**src/rtl/cam_capture.sv**
```systemverilog
`default_nettype none
// ============================================================================
// Module   : cam_capture
// Brief    : OV7670-style RGB565 byte-pair capture with format conversion,
//            2:1 decimation and arm/continuous control; frame buffer writer.
// Revision : 1.0  initial release
// ============================================================================
module cam_capture #(
    parameter int AW    = 15,
    parameter int DW    = 16,
    parameter int IMG_W = 160,
    parameter int IMG_H = 120
) (
    input  logic          pclk_i,
    input  logic          rst_i,
    input  logic          vsync_i,
    input  logic          href_i,
    input  logic [7:0]    px_data_i,
    input  logic [1:0]    mode_i,
    input  logic          dec_i,
    input  logic          cont_i,
    input  logic          arm_i,
    output logic [AW-1:0] mem_px_addr_o,
    output logic [DW-1:0] mem_px_data_o,
    output logic          px_wr_o,
    output logic          frame_done_o,
    output logic [7:0]    frame_cnt_o,
    output logic          overflow_o,
    output logic          busy_o
);

    typedef enum logic [1:0] {
        S_IDLE    = 2'd0,
        S_WAIT_VS = 2'd1,
        S_CAPTURE = 2'd2
    } state_t;

    localparam logic [AW-1:0] C_ADDR_LIM = AW'(IMG_W * IMG_H);
    localparam logic [15:0]   C_IMG_W    = 16'(IMG_W);
    localparam logic [15:0]   C_IMG_H    = 16'(IMG_H);

    state_t        state_q, state_d;
    logic          vs_prev_q, href_prev_q;
    logic [1:0]    mode_q;
    logic          dec_q, phase_q, arm_pend_q;
    logic [7:0]    hi_q;
    logic [15:0]   col_q, row_q;
    logic [AW-1:0] addr_q, out_addr_q;
    logic [DW-1:0] out_data_q;
    logic          wr_q, done_q, ovf_q;
    logic [7:0]    cnt_q;

    logic          w_vs_fall, w_vs_rise, w_href_fall;
    logic [15:0]   w_pix, w_col_s, w_row_s, w_conv;
    logic          w_keep, w_wcond;
    logic [7:0]    w_r8, w_g8, w_b8;
    logic [9:0]    w_gsum;

    assign w_vs_fall   = vs_prev_q & ~vsync_i;
    assign w_vs_rise   = ~vs_prev_q & vsync_i;
    assign w_href_fall = href_prev_q & ~href_i;
    assign w_pix       = {hi_q, px_data_i};

    // Bounds are tested on the decimated coordinate so the limits stay IMG_W/IMG_H.
    assign w_col_s = dec_q ? (col_q >> 1) : col_q;
    assign w_row_s = dec_q ? (row_q >> 1) : row_q;
    assign w_keep  = ~dec_q | (~col_q[0] & ~row_q[0]);
    assign w_wcond = (state_q == S_CAPTURE) && href_i && phase_q && w_keep
                     && (w_col_s < C_IMG_W) && (w_row_s < C_IMG_H);

    assign w_r8   = {w_pix[15:11], w_pix[15:13]};
    assign w_g8   = {w_pix[10:5],  w_pix[10:9]};
    assign w_b8   = {w_pix[4:0],   w_pix[4:2]};
    assign w_gsum = {2'b00, w_r8} + {1'b0, w_g8, 1'b0} + {2'b00, w_b8};

    always_comb begin
        w_conv = w_pix;
        case (mode_q)
            2'd0:    w_conv = {8'h00, w_pix[15:13], w_pix[10:8], w_pix[4:3]};
            2'd1:    w_conv = {4'h0, w_pix[15:12], w_pix[10:7], w_pix[4:1]};
            2'd2:    w_conv = w_pix;
            default: w_conv = {8'h00, w_gsum[9:2]};
        endcase
    end

    always_comb begin
        state_d = state_q;
        case (state_q)
            S_IDLE:    if (arm_i || cont_i) state_d = S_WAIT_VS;
            S_WAIT_VS: if (w_vs_fall) state_d = S_CAPTURE;
            S_CAPTURE: if (w_vs_rise)
                           state_d = (cont_i || arm_pend_q || arm_i) ? S_WAIT_VS : S_IDLE;
            default:   state_d = S_IDLE;
        endcase
    end

    always_ff @(posedge pclk_i) begin
        if (rst_i) state_q <= S_IDLE;
        else       state_q <= state_d;
    end

    always_ff @(posedge pclk_i) begin
        if (rst_i) begin
            vs_prev_q   <= 1'b0;
            href_prev_q <= 1'b0;
            mode_q      <= 2'd0;
            dec_q       <= 1'b0;
            phase_q     <= 1'b0;
            arm_pend_q  <= 1'b0;
            hi_q        <= 8'h00;
            col_q       <= 16'd0;
            row_q       <= 16'd0;
            addr_q      <= '0;
            out_addr_q  <= '0;
            out_data_q  <= '0;
            wr_q        <= 1'b0;
            done_q      <= 1'b0;
            ovf_q       <= 1'b0;
            cnt_q       <= 8'd0;
        end else begin
            vs_prev_q   <= vsync_i;
            href_prev_q <= href_i;
            wr_q        <= 1'b0;
            done_q      <= 1'b0;

            if (state_q == S_WAIT_VS && w_vs_fall) begin
                mode_q     <= mode_i;
                dec_q      <= dec_i;
                addr_q     <= '0;
                col_q      <= 16'd0;
                row_q      <= 16'd0;
                phase_q    <= 1'b0;
                ovf_q      <= 1'b0;
                arm_pend_q <= 1'b0;
            end

            if (state_q == S_CAPTURE) begin
                if (arm_i) arm_pend_q <= 1'b1;
                if (href_i) begin
                    if (!phase_q) begin
                        hi_q    <= px_data_i;
                        phase_q <= 1'b1;
                    end else begin
                        phase_q <= 1'b0;
                        if (col_q != 16'hFFFF) col_q <= col_q + 16'd1;
                        if (w_wcond) begin
                            if (addr_q == C_ADDR_LIM) begin
                                ovf_q <= 1'b1;
                            end else begin
                                wr_q       <= 1'b1;
                                out_addr_q <= addr_q;
                                out_data_q <= DW'(w_conv);
                                addr_q     <= addr_q + 1'b1;
                            end
                        end
                    end
                end else if (w_href_fall) begin
                    col_q   <= 16'd0;
                    phase_q <= 1'b0;
                    if (row_q != 16'hFFFF) row_q <= row_q + 16'd1;
                end
                // Pending arm is consumed by the frame end it belongs to.
                if (w_vs_rise) begin
                    done_q     <= 1'b1;
                    cnt_q      <= cnt_q + 8'd1;
                    arm_pend_q <= 1'b0;
                end
            end
        end
    end

    assign mem_px_addr_o = out_addr_q;
    assign mem_px_data_o = out_data_q;
    assign px_wr_o       = wr_q;
    assign frame_done_o  = done_q;
    assign frame_cnt_o   = cnt_q;
    assign overflow_o    = ovf_q;
    assign busy_o        = (state_q == S_WAIT_VS) || (state_q == S_CAPTURE);

endmodule
`default_nettype wire

```
**config.mk**
```make
export PLATFORM = sky130hd
export DESIGN_NAME = cam_capture
export DESIGN_NICKNAME = d
export VERILOG_FILES = /design/src/rtl/cam_capture.sv
export SDC_FILE = /design/constraint.sdc
export NUM_CORES = 1
export LEC_CHECK = 0
export BUFFER_PORTS_ARGS = -buffer_cell sky130_fd_sc_hd__buf_2
export CAP_MARGIN = 10
export CORE_ASPECT_RATIO = 1.5
export CORE_MARGIN = 8
export CORE_UTILIZATION = 53
export CTS_BUF_LIST = sky130_fd_sc_hd__clkbuf_4 sky130_fd_sc_hd__clkbuf_8 sky130_fd_sc_hd__clkbuf_16
export CTS_CLUSTER_DIAMETER = 50
export CTS_CLUSTER_SIZE = 40
export DETAILED_ROUTE_END_ITERATION = 12
export PLACE_DENSITY_LB_ADDON = 0.08
export SETUP_SLACK_MARGIN = 0.5
export SYNTH_ARGS = -nofsm -noshare
export SYNTH_HDL_FRONTEND = slang
export SYNTH_SLANG_ARGS = --single-unit
```
**constraint.sdc**
```tcl
create_clock -name pclk_i -period 2.6 [get_ports pclk_i]
set_clock_uncertainty 0.05 [all_clocks]
set_input_delay 0.13 -clock pclk_i [delete_from_list [all_inputs] [get_ports pclk_i]]
set_output_delay 0.13 -clock pclk_i [all_outputs]
set_load 0.005 [all_outputs]
```
==> impl_metrics.yaml, run 1 <==
run_status:
  outcome: "complete, but fails checks"
  violations: "setup timing"
timing:
  slew_headroom_pct: 60.0
  finalSetupViolCount: 1
  post-route-min-period_ns: 2.61
  slew_violations: 0
  whs_ns: 0.0376
  post-route-period-util_pct: 100
  grt_setup_unrepaired: "true"
  finalHoldViolations: 0
  tightest_slew_ns: 0.599
  clock.fmax_ghz: 0.383
  setup_slack_ns: -0.0108
finish:
  area_delta_synth_final_pct: 26.3
  fin_nets: 819
  drive_gt1_share_pct: 29.1
  final_cells: 928
  finish.utilization_pct: 68.2
synthesis:
  ys_types: 63
  synth_top_family_by_area: "simple AND/OR/NAND/NOR gates"
  synth_warnings: 0
  synthMuxAreaShare_pct: 4.07
  yosysTopAreaCell: "dfxtp_1"
  yosys-top-cells-area: "dfxtp_1 (38%), a21oi_1 (5.8%), nand2_1 (5.5%)"
  synthSimpleGateAreaFrac_pct: 27.0
  yosys.area_share.adder_pct: 6.37
  synth-compound-area-share_pct: 17.0
  async_flop_share_pct: 0
  netlist.area_leader.share_pct: 37.5
  synth_ff_type: "dfxtp_1"
  syn_avg_cell_area_um2: 8.33
  synth_seq_cells: 106
  netlist_top_cells_count: "dfxtp_1 (106), nand2_1 (83), nor2_1 (70)"
  synth_most_common_cell: "dfxtp_1"
  ys_seq_area_share_pct: 37.5
  synth_edf_count: 0
  synthCells: 679
  synth_fp_nets: 720
  netlist_area_um2: 5650
  synthXorXnorAreaFrac_pct: 3.72
power:
  power_density_nw_per_um2: 451
  power_mw: 3.22
  ir_drop_mv: 0.287
  leakagePower_nw: 2.84
placement:
  port_buffers: 59
  gp_congestion: 0.945
  hpwl_mm: 11.8
  post-place-ws_ns: -0.0335
  dp.cells: 875
critical_path:
  cp-start-kind: "flop"
  worst-endpoint-required_ns: 2.77
  cpPeakStageDelay_ns: 0.48
  crit_path_max_fanout: 2
  crit_family: "adder cells"
  r2r_cells: 11
  worstPathArrival_ns: 2.78
  cp-end-kind: "flop"
  r2r_setup_slack_ns: -0.01
  worstSetupPathType: "reg -> reg"
  crit_buf_inv: 2
  worstReg2RegStart: "hi_q[1]"
  crit_path_frequent_cell: "a21oi_2"
  crit_slowest_cell: "mux4_2"
  r2r_end: "mem_px_data_o[3]"
  path_cells: "inv_2, fa_1, nand3b_1, fa_2, nor2b_2, o31a_1, buf_4, a21oi_2, mux4_2, nand2_2, a21oi_2"
detailed_routing:
  drtAntennaViolNets: 0
  wl_per_cell_um: 18.5
  routed-via-count: 5555
  drt-pass1-iter-count: 4
  wl_mm: 17.2
  vias_per_cell: 5.99
  drcViolationCount: 0
  first_iter_violations: 267
clock_tree:
  clk_path_buf_depth: 2
  htreeDepth: 3
  path_clk_slew_ns: 0.07
  clockRootBuffer: "clkbuf_16"
  cts_buffers: 9
  cts_tree: "done"
  clk_latency_ns: 0.35
  cts.sinks: 106
die:
  dieArea_um2: 14300
  fp.coreArea_um2: 10500
  die_w_um: 100
  ioPinCount: 60
  fp.dieH_um: 143
  start_util_pct: 54.0
  rows: 46
min_path:
  holdPathEnd: "vs_prev_q"
  whs_path_depth: 2
  hold_path.class: "in -> reg"
  hp-start: "vsync_i"
global_routing:
  grt_first_pass_wirelength_mm: 27.1
  grtUsageTotal_pct: 24.0
  grt-ovfl-total: 0
  grt_max_degree: 39
  antenna_found_initial: 1
  grt_pass1_vias: 5517
flow_run:
  cap_violations: 0
[where the power goes]
group | total [mW] | internal [mW] | switching, mW
clock | 1.31 | 0.656 | 0.655
sequential | 1.64 | 1.63 | 0.0111
combinational | 0.269 | 0.111 | 0.158
total | 3.22 | 2.40 | 0.824
[worst reg2reg max path: stages, from the launching register on]
cell      delay [ns]
dfxtp_2         0.34
inv_2           0.04
fa_1            0.45
nand3b_1        0.19
fa_2            0.37
nor2b_2         0.13
o31a_1          0.15
buf_4           0.12
a21oi_2         0.03
mux4_2          0.48
nand2_2         0.08
a21oi_2         0.05
[worst max-delay path by stage]
stage	start	to	cells past startpoint
final	hi_q[1]	mem_px_data_o[3]	11
after global routing	hi_q[1]	mem_px_data_o[3]	11
after CTS	hi_q[1]	mem_px_data_o[7]	11
after detailed placement	hi_q[6]	mem_px_data_o[5]	10
after global placement	hi_q[6]	mem_px_data_o[5]	10
after floorplan	hi_q[6]	mem_px_data_o[5]	10
[layout make-up]
type / instances / area, µm²
Multi-Input combinational cell: 522 / 3550
Fill cell: 894 / 3330
Sequential cell: 106 / 2160
Timing Repair Buffer: 123 / 910
Clock buffer: 9 / 225
Tap cell: 144 / 180
Inverter: 16 / 62.6
Clock inverter: 7 / 51.3
Antenna cell: 1 / 2.50
[layout by cell type, fill, tap and decap left out, types with 6 or more instances in the layout]
master / n
a211oi_1: 7
a21oi_1: 57
a21oi_2: 9
a22oi_1: 11
a31oi_1: 9
and3_1: 20
and4_1: 6
buf_2: 60
buf_4: 47
buf_6: 7
clkbuf_16: 10
dfxtp_1: 80
dfxtp_2: 23
fa_1: 6
ha_1: 12
inv_1: 13
mux2i_1: 14
nand2_1: 81
nand3_1: 30
nand4_1: 15
nor2_1: 66
nor2b_1: 7
nor3_1: 11
o21ai_0: 25
or3_1: 9
xnor2_1: 8
xor2_1: 15
[metal layers]
| metal | track usage (%) | up-vias | wire (µm) |
|---|---|---|---|
| met5 | 0 | - | 0 |
| met4 | 15.4 | 0 | 773 |
| met3 | 4.70 | 45 | 1060 |
| met2 | 42.0 | 234 | 8820 |
| met1 | 25.5 | 2635 | 6520 |
| li1 | - | 2641 | - |
[timing repair]
action	CTS	global route
setup buffers	12	16
resized for setup	33	65
endpoints found under the setup margin	57	69
hold buffers	3	0
endpoints found under the hold margin	3	0
pin swaps	27	26
gates cloned	3	2
[flip-flops by register name, indices dropped and copies added (netlist names), 2 cells and up]
name           count
frame_cnt_o        8
col_q             16
mem_px_data_o     16
row_q             16
state_q            2
hi_q               8
mode_q             2
mem_px_addr_o     15
addr_q            15
[per-stage QoR]
stage	instance area (µm²)	setup TNS, ns
2_1_floorplan	5680	0
3_3_place_gp	6210	0
3_5_place_dp	6210	-0.0335
4_1_cts	6830	0
5_1_grt	7140	-0.298
6_report	7140	-0.0108
[cell families (layout without fill, tap and decap cells)]
group / after synthesis / in the layout
AOI/OAI and AO/OA: 157 / 157
muxes: 18 / 18
buffers and inverters: 51 / 155
adders and majority gates: 24 / 24
and+or+nand+nor: 299 / 299
xor gates and xnor gates: 24 / 24
other: 0 / 1
DFF: 106 / 106
(Power assumes the default switching activity.)
==> run 2, diff against run 1 <==
--- a/config.mk
+++ b/config.mk
@@ -15,7 +15,7 @@
 export CTS_CLUSTER_SIZE = 40
 export DETAILED_ROUTE_END_ITERATION = 12
 export PLACE_DENSITY_LB_ADDON = 0.08
-export SETUP_SLACK_MARGIN = 0.5
+export SETUP_SLACK_MARGIN = 0.05
 export SYNTH_ARGS = -nofsm -noshare
 export SYNTH_HDL_FRONTEND = slang
 export SYNTH_SLANG_ARGS = --single-unit
==> run 2 against run 1 <==
Clock-buffer cell count is 1 higher. Worst setup slack better by 0.021 ns. Critical path depth is 1 lower. First-iteration DRC count is 16% higher. Worst hold slack worse by 0.033 ns. Non-clock buffer count is 19 lower. The run now ends clean. Sequential power hardly changed. Register-to-register slack better by 0.02 ns. Highest routed layer unchanged.
==> impl_metrics.yaml, run 2 (same netlist as run 1, synthesis figures left out) <==
run_status:
  outcome: "complete, no violations"
timing:
  setup_tns_ns: 0
  slew_headroom_pct: 52.7
  finalSetupViolCount: 0
  tightest_slew_ns: 0.710
  clock.fmax_ghz: 0.386
  slew_violations: 0
  post-route-period-util_pct: 99.6
  whs_ns: 0.00446
  post-route-min-period_ns: 2.59
  setup_slack_ns: 0.00983
  finalHoldViolations: 0
  grt_setup_unrepaired: "true"
critical_path:
  worst-endpoint-required_ns: 2.83
  cp-end-kind: "flop"
  crit_path_max_fanout: 2
  worstPathArrival_ns: 2.82
  cp-start-kind: "flop"
  worstSetupPathType: "reg -> reg"
placement:
  post-place-ws_ns: -0.0866
  port_buffers: 59
  gp_congestion: 1.03
  hpwl_mm: 11.9
detailed_routing:
  wl_mm: 15.8
  wl_per_cell_um: 17.4
  first_iter_violations: 309
  vias_per_cell: 5.92
  drt-pass1-iter-count: 5
  routed-via-count: 5371
  drtAntennaViolNets: 0
  drcViolationCount: 0
die:
  start_util_pct: 54.0
  die_w_um: 100
  rows: 46
  ioPinCount: 60
  dieArea_um2: 14300
  fp.coreArea_um2: 10500
  fp.dieH_um: 143
finish:
  final_common_cell: "dfxtp_1"
  final_cell_mix: "dfxtp_1 (103), nand2_1 (83), nor2_1 (70)"
  drive_gt1_share_pct: 18.8
  area_delta_synth_final_pct: 17.7
  antenna_cells: 0
  fin_nets: 800
  fillers: 960
power:
  ir_drop_mv: 0.336
  leakagePower_nw: 2.67
  power_mw: 3.39
  power_density_nw_per_um2: 510
clock_tree:
  clockRootBuffer: "clkbuf_16"
  clk_latency_ns: 0.35
  path_clk_slew_ns: 0.07
  cts_tree: "done"
  htreeDepth: 3
  cts.sinks: 106
  cts_buffers: 9
  clk_path_buf_depth: 2
global_routing:
  antenna_found_initial: 0
  grt_max_degree: 38
  grtUsageTotal_pct: 22.8
  grt_first_pass_wirelength_mm: 26.0
  grt_pass1_vias: 5338
  grt-ovfl-total: 0
min_path:
  hold_path.class: "in -> reg"
flow_run:
  cap_violations: 0
==> run 2: cell types whose count changed in the layout (fill, tap and decap cells not counted), moves of 6 or more <==
cell,before,now
buf_6,7,0
o21ai_0,25,32
dfxtp_2,23,3
dfxtp_1,80,103
a21oi_1,57,66
buf_4,47,41
a21oi_2,9,0
==> run 2: worst paths after layout <==
check | start | endpoint | slack (ns) | cells past startpoint
worst min register to register | mem_px_addr_o[11] | mem_px_addr_o[11] | 0.40 | 2
worst max-delay path | hi_q[1] | mem_px_data_o[5] | 0.01 | 10
worst max register to register | hi_q[1] | mem_px_data_o[5] | 0.01 | 10
worst min-delay path | vsync_i | vs_prev_q | 0.004 | 2
==> run 2: what timing repair did <==
action / in CTS / in global routing
hold buffers: 3 / 0
gates resized for setup: 5 / 1
pin swaps: 0 / 4
endpoints found under the setup margin: 3 / 15
hold endpoints to repair: 3 / 0
setup buffers: 0 / 0
gates cloned: 0 / 0
==> run 2: report_power, final <==
group          internal [mW]  switching [mW]  leakage [nW]  total, mW
Combinational         0.0973           0.143          1.65      0.240
Sequential              1.63          0.0102         0.856       1.64
Clock                  0.881           0.633         0.164       1.51
==> run 2: critical path, cell delays in order, from the launching register on <==
cell and delay (ns):
dfxtp_2 0.34, inv_2 0.04, fa_1 0.46, nand3b_1 0.19, fa_2 0.37, nor2b_2 0.13
o31a_1 0.19, o21a_1 0.16, nor3_1 0.05, or3b_4 0.39, a31oi_1 0.15
==> run 2: through the flow <==
stage          cells  util (%)  area (µm²)
2_1_floorplan    679         -        5660
3_3_place_gp     889      59.9        6280
3_5_place_dp     889      59.9        6280
4_1_cts          908      63.5        6650
5_1_grt          908      63.6        6660
6_report         908      63.6        6660
==> run 2: final cells by class <==
cell class / count / area [µm²] / area share, %
clock inverter: 6 / 95.1 / 1.43
clock buffer: 10 / 239 / 3.59
timing repair buffer: 104 / 653 / 9.81
sequential: 106 / 2130 / 31.9
tap: 144 / 180 / 2.71
inverter: 16 / 60.1 / 0.902
multi-input combinational: 522 / 3300 / 49.6
==> run 2: metal layers <==
layer  vias up  part of all wire, %  GRT usage [%]
met5         -                    0              0
met4         0                  4.0           11.1
met3        46                  4.7           3.92
met2       177                   50           39.1
met1      2556                   41           26.6
li1       2592                    -              -
==> run 3, diff against run 2 <==
--- a/config.mk
+++ b/config.mk
@@ -9,13 +9,13 @@
 export CAP_MARGIN = 10
 export CORE_ASPECT_RATIO = 1.5
 export CORE_MARGIN = 8
-export CORE_UTILIZATION = 53
+export CORE_UTILIZATION = 45
 export CTS_BUF_LIST = sky130_fd_sc_hd__clkbuf_4 sky130_fd_sc_hd__clkbuf_8 sky130_fd_sc_hd__clkbuf_16
 export CTS_CLUSTER_DIAMETER = 50
 export CTS_CLUSTER_SIZE = 40
 export DETAILED_ROUTE_END_ITERATION = 12
 export PLACE_DENSITY_LB_ADDON = 0.08
-export SETUP_SLACK_MARGIN = 0.05
+export SETUP_SLACK_MARGIN = 0.1
 export SYNTH_ARGS = -nofsm -noshare
 export SYNTH_HDL_FRONTEND = slang
 export SYNTH_SLANG_ARGS = --single-unit
==> run 3 against run 2 <==
Final area fell by 0.43%. Maximum frequency grew 0.99%. Critical endpoint is now mem_px_data_o[1]. Utilization down 10 points. Critical path type unchanged. Largest power group unchanged. Sequential power is essentially flat. Cell count increased by 0.66%. Critical path depth stayed put. Total power is 2.5% lower.
==> impl_metrics.yaml, run 3 (same netlist as run 1, synthesis figures left out) <==
run_status:
  outcome: "complete, no violations"
placement:
  place_area_um2: 6260
  port_buffers: 59
  post-place-ws_ns: -0.0482
  gp_congestion: 0.954
  hpwl_mm: 12.2
die:
  rows: 50
  start_util_pct: 45.6
  ioPinCount: 60
  dieArea_um2: 16500
  die_w_um: 108
  fp.coreArea_um2: 12400
  fp.dieH_um: 153
detailed_routing:
  wl_mm: 16.5
  wl_per_cell_um: 18.1
  routed-via-count: 5288
  vias_per_cell: 5.79
  drtAntennaViolNets: 0
  first_iter_violations: 325
  drcViolationCount: 0
  drt-pass1-iter-count: 4
critical_path:
  path_cells: "inv_2, fa_1, nand3b_1, fa_2, buf_4, buf_6, xnor2_1, mux4_2, nand2_2, a21oi_1"
  cp-start-kind: "flop"
  cp-end-kind: "flop"
  cpPeakStageDelay_ns: 0.47
  crit_path_max_fanout: 2
  worst-endpoint-required_ns: 2.77
  crit_slowest_cell: "fa_1"
  crit_buf_inv: 3
  crit_family: "adder cells"
  worstSetupPathType: "reg -> reg"
  worstPathArrival_ns: 2.73
clock_tree:
  clk_path_buf_depth: 2
  clk_latency_ns: 0.35
  cts_buffers: 9
  path_clk_slew_ns: 0.07
  clockRootBuffer: "clkbuf_16"
  cts.sinks: 106
  cts_tree: "done"
  htreeDepth: 3
power:
  power_density_nw_per_um2: 499
  power.switching_mw: 0.768
  leakagePower_nw: 2.65
  p_clk_share_pct: 43.0
  p_seq_share_pct: 49.6
  ir_drop_mv: 0.358
  combinationalPowerShare_pct: 7.4
  power.internal_mw: 2.54
  sw_frac_of_total_pct: 23.2
  power_mw: 3.31
timing:
  slew_violations: 0
  slew_headroom_pct: 59.2
  finalHoldViolations: 0
  clock.fmax_ghz: 0.390
  whs_ns: 0.00878
  setup_slack_ns: 0.0353
  post-route-period-util_pct: 98.6
  setup_tns_ns: 0
  tightest_slew_ns: 0.612
  finalSetupViolCount: 0
  grt_setup_unrepaired: "true"
  post-route-min-period_ns: 2.56
global_routing:
  grt_pass1_vias: 5281
  grtUsageTotal_pct: 20.1
  grt_max_degree: 50
  antenna_found_initial: 0
  grt-ovfl-total: 0
  grt_first_pass_wirelength_mm: 26.8
finish:
  final_area_um2: 6630
  fin_nets: 795
  multi_input_area_um2: 3310
  drive_gt1_share_pct: 18.6
  antenna_cells: 0
  area_delta_synth_final_pct: 17.2
  fillers: 1206
  final_common_cell: "dfxtp_1"
  regArea_um2: 2120
  final_cell_mix: "dfxtp_1 (104), nand2_1 (82), nor2_1 (70)"
min_path:
  hold_path.class: "in -> reg"
flow_run:
  cap_violations: 0
## run 3: cell count changes in the layout (fill, tap and decap cells not counted), sizes merged
| cell | delta |
|---|---|
| buf | -5 |
| clkbuf | +2 |
| bufinv | -1 |
| clkinv | -1 |
| inv | -1 |
## run 3: worst reg2reg max path: stages (launching register included)
cell and delay (ns):
dfxtp_2 0.34, inv_2 0.05, fa_1 0.47, nand3b_1 0.20
fa_2 0.38, buf_4 0.15, buf_6 0.10, xnor2_1 0.11
mux4_2 0.47, nand2_2 0.06, a21oi_1 0.06
## run 3: what timing repair did
action,4_1_cts,5_1_grt
hold endpoints to repair,3,0
buffers inserted,0,1
hold buffers,3,0
resized for setup,1,5
endpoints found under the setup margin,3,6
pin swaps,6,3
## run 3: metrics by stage
| stage | util [%] | instances |
|---|---|---|
| 2_1_floorplan | - | 679 |
| 5_1_grt | 53.5 | 914 |
| 3_3_place_gp | 50.6 | 895 |
| 4_1_cts | 53.3 | 913 |
| 3_5_place_dp | 50.6 | 895 |
| 6_report | 53.5 | 914 |
## run 3: cell type report
type | count | share of cell area [%]
Multi-Input combinational cell | 522 | 49.9
Sequential cell | 106 | 32.0
Timing Repair Buffer | 99 | 9.53
Clock buffer | 12 | 3.93
Tap cell | 156 | 2.94
Inverter | 16 | 0.906
Clock inverter | 3 | 0.717
## run 3: final timing paths
| path | from | to | slack [ns] | cells after the start |
|---|---|---|---|---|
| setup / recovery | hi_q[6] | mem_px_data_o[1] | 0.04 | 10 |
| hold / removal | vsync_i | vs_prev_q | 0.009 | 2 |
| setup reg to reg | hi_q[6] | mem_px_data_o[1] | 0.04 | 10 |
| hold reg to reg | mem_px_addr_o[4] | mem_px_addr_o[4] | 0.41 | 2 |
## run 3: power groups by stage
stage                     clock, mW  combinational [mW]  sequential (mW)
final                          1.42               0.245             1.64
after global routing           1.51               0.269             1.64
after CTS                      1.46               0.241             1.64
after detailed placement          0               0.236             1.68
after global placement            0               0.232             1.68
after floorplan                   0               0.146             1.67
## run 3: per-layer routing
metal  wire length [µm]  part of all wire (%)  vias up  GRT usage, %
li1                   -                     -     2595             -
met1               6820                    41     2484          23.0
met2               8320                    50      167          34.8
met3                790                   4.8       42          3.66
met4                578                   3.5        0          9.16
met5                  0                     0        -             0
